`src/rtl/serdes_pkg.sv`:
```
// rtl/serdes_pkg.sv - shared serializer state encodings and counter sizing
package serdes_pkg;

  typedef enum logic [1:0] {
    IDLE  = 2'd0,
    SHIFT = 2'd1,
    PAR   = 2'd2
  } ser_state_e;

  function automatic int cnt_width(input int width);
    return (width <= 2) ? 1 : $clog2(width);
  endfunction

endpackage

```
`src/rtl/piso_tx_serializer_if.sv`:
```
// rtl/piso_tx_serializer_if.sv - load handshake and serial output bundle
interface piso_tx_serializer_if #(
  parameter int WIDTH = 8
) ();

  logic             load_valid;
  logic             load_ready;
  logic [WIDTH-1:0] load_data;
  logic             ser_d;
  logic             ser_en;
  logic             ser_last;
  logic             done;

  modport master (
    output load_valid, load_data,
    input  load_ready, ser_d, ser_en, ser_last, done
  );

  modport slave (
    input  load_valid, load_data,
    output load_ready, ser_d, ser_en, ser_last, done
  );

endinterface

```
`src/rtl/shift_reg_piso.sv`:
```
// rtl/shift_reg_piso.sv - parallel-load, shift-left register with serial MSB out
module shift_reg_piso #(
  parameter int WIDTH = 8
) (
  input  logic             clk,
  input  logic             rst_n,
  input  logic             load,
  input  logic             shift,
  input  logic [WIDTH-1:0] din,
  output logic             msb
);

  logic [WIDTH-1:0] q;

  // load wins over shift so a gapless reload on the final bit takes effect
  always_ff @(posedge clk or negedge rst_n) begin
    if (!rst_n) begin
      q <= '0;
    end else if (load) begin
      q <= din;
    end else if (shift) begin
      q <= {q[WIDTH-2:0], 1'b0};
    end
  end

  assign msb = q[WIDTH-1];

endmodule

```
`src/rtl/piso_tx_serializer.sv`:
```
// rtl/piso_tx_serializer.sv - MSB-first word serializer with optional even parity
module piso_tx_serializer
  import serdes_pkg::*;
#(
  parameter int WIDTH     = 8,
  parameter bit PARITY_EN = 1'b0
) (
  input logic                 clk,
  input logic                 rst_n,
  piso_tx_serializer_if.slave bus
);

  localparam int CW = cnt_width(WIDTH);

  ser_state_e       state_q, state_d;
  logic [CW-1:0]    cnt_q, cnt_d;
  logic             par_q, par_d;
  logic             ser_en_q, ser_last_q, done_q;
  logic             ser_last_d;
  logic             final_bit;
  logic             accept;
  logic             sr_load, sr_shift, sr_msb;
  logic [WIDTH-1:0] sr_din;

  // The shifter drains to zero by the end of every frame, so its MSB doubles
  // as ser_d in all states; the parity bit is loaded into it for PAR.
  shift_reg_piso #(.WIDTH(WIDTH)) u_sr (
    .clk   (clk),
    .rst_n (rst_n),
    .load  (sr_load),
    .shift (sr_shift),
    .din   (sr_din),
    .msb   (sr_msb)
  );

  assign final_bit      = (state_q == PAR) ||
                          ((state_q == SHIFT) && (cnt_q == '0) && !PARITY_EN);
  assign bus.load_ready = (state_q == IDLE) || final_bit;
  assign accept         = bus.load_valid && bus.load_ready;

  always_comb begin
    state_d  = state_q;
    cnt_d    = cnt_q;
    par_d    = par_q;
    sr_load  = 1'b0;
    sr_shift = 1'b0;
    sr_din   = bus.load_data;
    case (state_q)
      SHIFT: begin
        if (cnt_q != '0) begin
          cnt_d    = cnt_q - 1'b1;
          sr_shift = 1'b1;
        end else if (PARITY_EN) begin
          state_d = PAR;
          sr_load = 1'b1;
          sr_din  = {par_q, {(WIDTH-1){1'b0}}};
        end else begin
          state_d  = IDLE;
          sr_shift = 1'b1;
        end
      end
      PAR: begin
        state_d  = IDLE;
        sr_shift = 1'b1;
      end
      default: state_d = IDLE;
    endcase
    if (accept) begin
      state_d = SHIFT;
      cnt_d   = CW'(WIDTH - 1);
      par_d   = ^bus.load_data;
      sr_load = 1'b1;
      sr_din  = bus.load_data;
    end
    ser_last_d = (state_d == PAR) ||
                 ((state_d == SHIFT) && (cnt_d == '0) && !PARITY_EN);
  end

  always_ff @(posedge clk or negedge rst_n) begin
    if (!rst_n) begin
      state_q    <= IDLE;
      cnt_q      <= '0;
      par_q      <= 1'b0;
      ser_en_q   <= 1'b0;
      ser_last_q <= 1'b0;
      done_q     <= 1'b0;
    end else begin
      state_q    <= state_d;
      cnt_q      <= cnt_d;
      par_q      <= par_d;
      ser_en_q   <= (state_d != IDLE);
      ser_last_q <= ser_last_d;
      done_q     <= final_bit;
    end
  end

  assign bus.ser_d    = sr_msb;
  assign bus.ser_en   = ser_en_q;
  assign bus.ser_last = ser_last_q;
  assign bus.done     = done_q;

endmodule

```
`src/flat_wrapper.sv`:
```
// flat-port wrapper written by rule: the top's interface ports become plain ports
module piso_tx_serializer_flat import serdes_pkg::*;
#(
  parameter int WIDTH     = 8,
  parameter bit PARITY_EN = 1'b0
)
  (clk, rst_n, bus_load_valid, bus_load_data, bus_load_ready, bus_ser_d, bus_ser_en, bus_ser_last, bus_done);
  piso_tx_serializer_if #(.WIDTH(WIDTH)) bus_i ();
  input logic clk;
  input logic rst_n;
  input wire logic [$bits(bus_i.load_valid)-1:0] bus_load_valid;
  input wire logic [$bits(bus_i.load_data)-1:0] bus_load_data;
  output wire logic [$bits(bus_i.load_ready)-1:0] bus_load_ready;
  output wire logic [$bits(bus_i.ser_d)-1:0] bus_ser_d;
  output wire logic [$bits(bus_i.ser_en)-1:0] bus_ser_en;
  output wire logic [$bits(bus_i.ser_last)-1:0] bus_ser_last;
  output wire logic [$bits(bus_i.done)-1:0] bus_done;
  assign bus_i.load_valid = bus_load_valid;
  assign bus_i.load_data = bus_load_data;
  assign bus_load_ready = bus_i.load_ready;
  assign bus_ser_d = bus_i.ser_d;
  assign bus_ser_en = bus_i.ser_en;
  assign bus_ser_last = bus_i.ser_last;
  assign bus_done = bus_i.done;
  piso_tx_serializer #(.WIDTH(WIDTH), .PARITY_EN(PARITY_EN)) u_core (.clk(clk), .rst_n(rst_n), .bus(bus_i));
endmodule
```
`config.mk`:
```
export PLATFORM = sky130hd
export DESIGN_NAME = piso_tx_serializer_flat
export DESIGN_NICKNAME = d
export VERILOG_FILES = /design/src/rtl/serdes_pkg.sv /design/src/rtl/piso_tx_serializer_if.sv /design/src/rtl/shift_reg_piso.sv /design/src/rtl/piso_tx_serializer.sv /design/src/flat_wrapper.sv
export SDC_FILE = /design/constraint.sdc
export NUM_CORES = 1
export LEC_CHECK = 0
export ABC_AREA = 1
export CAP_MARGIN = 0
export CORE_AREA = 2 2 43 45
export CTS_BUF_LIST = sky130_fd_sc_hd__clkbuf_2 sky130_fd_sc_hd__clkbuf_4 sky130_fd_sc_hd__clkbuf_8
export DETAILED_ROUTE_END_ITERATION = 8
export DIE_AREA = 0 0 45 47
export PLACE_DENSITY = 0.84
export SETUP_SLACK_MARGIN = 0.5
export SYNTH_ARGS = -nofsm -noshare
export SYNTH_HDL_FRONTEND = slang
export SYNTH_SLANG_ARGS = --single-unit
```
`constraint.sdc`:
```
create_clock -name clk -period 2.56 [get_ports clk]
set_input_delay 0.768 -clock clk [delete_from_list [all_inputs] [get_ports clk]]
set_output_delay 0.768 -clock clk [all_outputs]
set_load 0.05 [all_outputs]
```
==> metrics <==
Tightest Hold Check Type=reg -> reg; die footprint=2115 um^2; routability cong.=0.7782; share of layout cells above drive strength 1=0.2288; RSZ-0062 raised after global routing=yes; number of global-route vias before repair=640; clk sink count=16; # nets final=136; Routed Antenna Nets=0; Post-Synthesis Cells=94; CTS clk-pin slew, worst paths=100 ps; Bufs on Longest Clock Path=2; # hold bufs at CTS=0; Area Overhead vs Synth=33.19%; initial antenna violation count=0; TNS Setup=0 ps; fmax=0.4768 GHz; CTS H-Tree Depth=1; clock buffer count from CTS=3; drt pass-1 iters=4; Yosys Warn Count=0; vias=729; CP Cell Sequence=inv_2 -> ha_4 -> ha_4 -> nand2_4 -> nand3_4 -> buf_12; delay-heaviest family, CP=flip-flops; largest net degree at the start of global routing=22; status=complete, no violations; core area=1652 um^2; Leak=0.5816 nW; final setup vio count=0; Die H=47 um; DP HPWL=1139 um; # rows=15; relative slew slack=0.5265; DRT Wirelength=1751 um; Crit Path Max Fanout=2; DP Worst Slack=581.5 ps; critical path's most frequent cell=ha_4; CP Launch Type=register; total congestion overflow=0; period utilization=0.8193; Avg Synthesized Cell Area=9.065 um^2; DRC=0; Mapped Area=852.1 um^2; Synth cell types=19; clock latency on the worst-skew pair=290 ps; pins over their slew limit=0; most common cell after layout, fill and taps aside=nand3_1; Worst Tran Pin Value=708.1 ps; kind of critical path=reg -> out; Avg WL per Cell=12.97 um; io pins=16; Iter 0 DRT Violations=12; clock root cell=clkbuf_4; first-pass GRT wire length=2780 um; PortBufs=15; Starting Density=0.5159; number of fillers in the final layout=143; n_diodes=0; Seq/Total Area, Yosys=0.4699; max_cap viols=0; CP Buf/Inv Count=2; Final Hold Viols=0; All-Layer GR Usage=0.1870; flop and latch count out of synthesis=16; crit path capture type=output port; Slowest-stage cell, CP=dfrtp_1; Clock Skews=5.334 ps; minimum clock period=2097 ps; most frequent cells in the layout=nand3_1, nand2_1, dfrtp_1; final worst slack=462.5 ps; Die Width=45 um; Syn Nets=111; CP peak stage delay=380 ps; maximum vdd ir drop=0.0006608 V; drt via density=5.400; CTS tree=done; WP data arrival=1330 ps; pwr/cell area=1130 nW/um^2; critical path required time=1790 ps
-- worst reg2reg max path, cell delays in order (launching register included) --
cell and delay (ps):
dfrtp_1 380, inv_2 50, ha_4 160, ha_4 160
nand2_4 60, nand3_4 70, buf_4 150, nand2_4 190
inv_2 140, nor2_1 190, nand3_2 90, nand2_1 60
-- what timing repair did --
item / 4_1_cts / 5_1_grt
resized for setup: 12 / 1
gates cloned: 0 / 0
setup buffers: 3 / 4
setup endpoints to repair: 5 / 1
pin swaps: 2 / 2
-- final cells by class --
cell class              count  area (um^2)  share of cell area
multi-input cells          61        412.9              0.3638
flip-flops and latches     16        400.4              0.3528
repair buffers             22        207.7              0.1830
inverters                  15        56.30             0.04961
clock buffers               4        36.28             0.03197
well taps                  17        21.27             0.01874
-- report_power, final --
| group | internal, mW | switching (mW) |
|---|---|---|
| logic | 0.278 | 0.428 |
| clock network | 0.0867 | 0.0829 |
| registers | 0.352 | 0.0542 |
| total | 0.717 | 0.565 |
-- stage by stage --
stage,area (um^2),instances,utilization,power (mW),hold WS (ps)
floorplan,852.1,94,-,0.8692,469.5
global placement,1008,124,0.6106,0.9991,493.3
detailed placement,1008,124,0.6106,1.025,498.8
CTS,1095,131,0.6629,1.241,521.8
global route,1135,135,0.6871,1.369,557.2
finish,1135,135,0.6871,1.282,516.0
-- synth_stat cells --
master	instances	area, um^2
o211ai_2	1	12.51
nor2_2	1	6.260
o21ai_2	1	8.760
nand2_4	2	22.52
nor2_1	3	11.26
ha_1	6	75.07
dfrtp_1	16	400.4
nand3_4	1	17.52
o21ai_0	1	5.000
buf_12	1	20.02
inv_1	13	48.80
nand2_1	17	63.81
buf_2	1	5.000
nand3_2	1	10.01
o21ai_1	2	10.01
inv_2	2	7.510
nand2_2	1	6.260
nand3_1	23	115.1
or2_1	1	6.260
-- kinds of logic (layout without fill, tap and decap cells) --
| kind of cell | Yosys count | in the layout | synth area share |
|---|---|---|---|
| simple gates | 50 | 50 | 0.3040 |
| buf+inv | 17 | 41 | 0.09545 |
| compound gates | 5 | 5 | 0.04258 |
| flops | 16 | 16 | 0.4699 |
| fa+ha+maj | 6 | 6 | 0.08810 |
-- worst paths after layout --
check / endpoint / startpoint / depth (start not counted) / slack (ps)
worst max-delay path: bus_load_ready / u_core.cnt_q[1]$_DFF_PN0_ / 6 / 460
worst min-delay path: u_core.u_sr.q[5]$_DFFE_PN0P_ / u_core.u_sr.q[5]$_DFFE_PN0P_ / 2 / 520
worst max register to register: u_core.bus.ser_last$_DFF_PN0_ / u_core.cnt_q[1]$_DFF_PN0_ / 11 / 800
worst min register to register: u_core.u_sr.q[5]$_DFFE_PN0P_ / u_core.u_sr.q[5]$_DFFE_PN0P_ / 2 / 520
max in group asynchronous: u_core.cnt_q[0]$_DFF_PN0_ / rst_n / 1 / 1220
min in group asynchronous: u_core.u_sr.q[6]$_DFFE_PN0P_ / rst_n / 1 / 890
-- registers in the layout, summed over array words and instances (netlist names) --
signal,count
u_core.bus.done,1
u_core.bus.ser_en,1
u_core.bus.ser_last,1
u_core.cnt_q,3
u_core.state_q,2
u_core.u_sr.q,8
-- metal layers --
metal / part of all wire / routed length [um] / GRT usage
met5: 0 / 0 / 0
met4: 0.045 / 78 / 0.1412
met3: 0.033 / 57 / 0.01154
met2: 0.52 / 906 / 0.3200
met1: 0.40 / 708 / 0.2220
No activity file was read; power rests on OpenSTA's default activity.
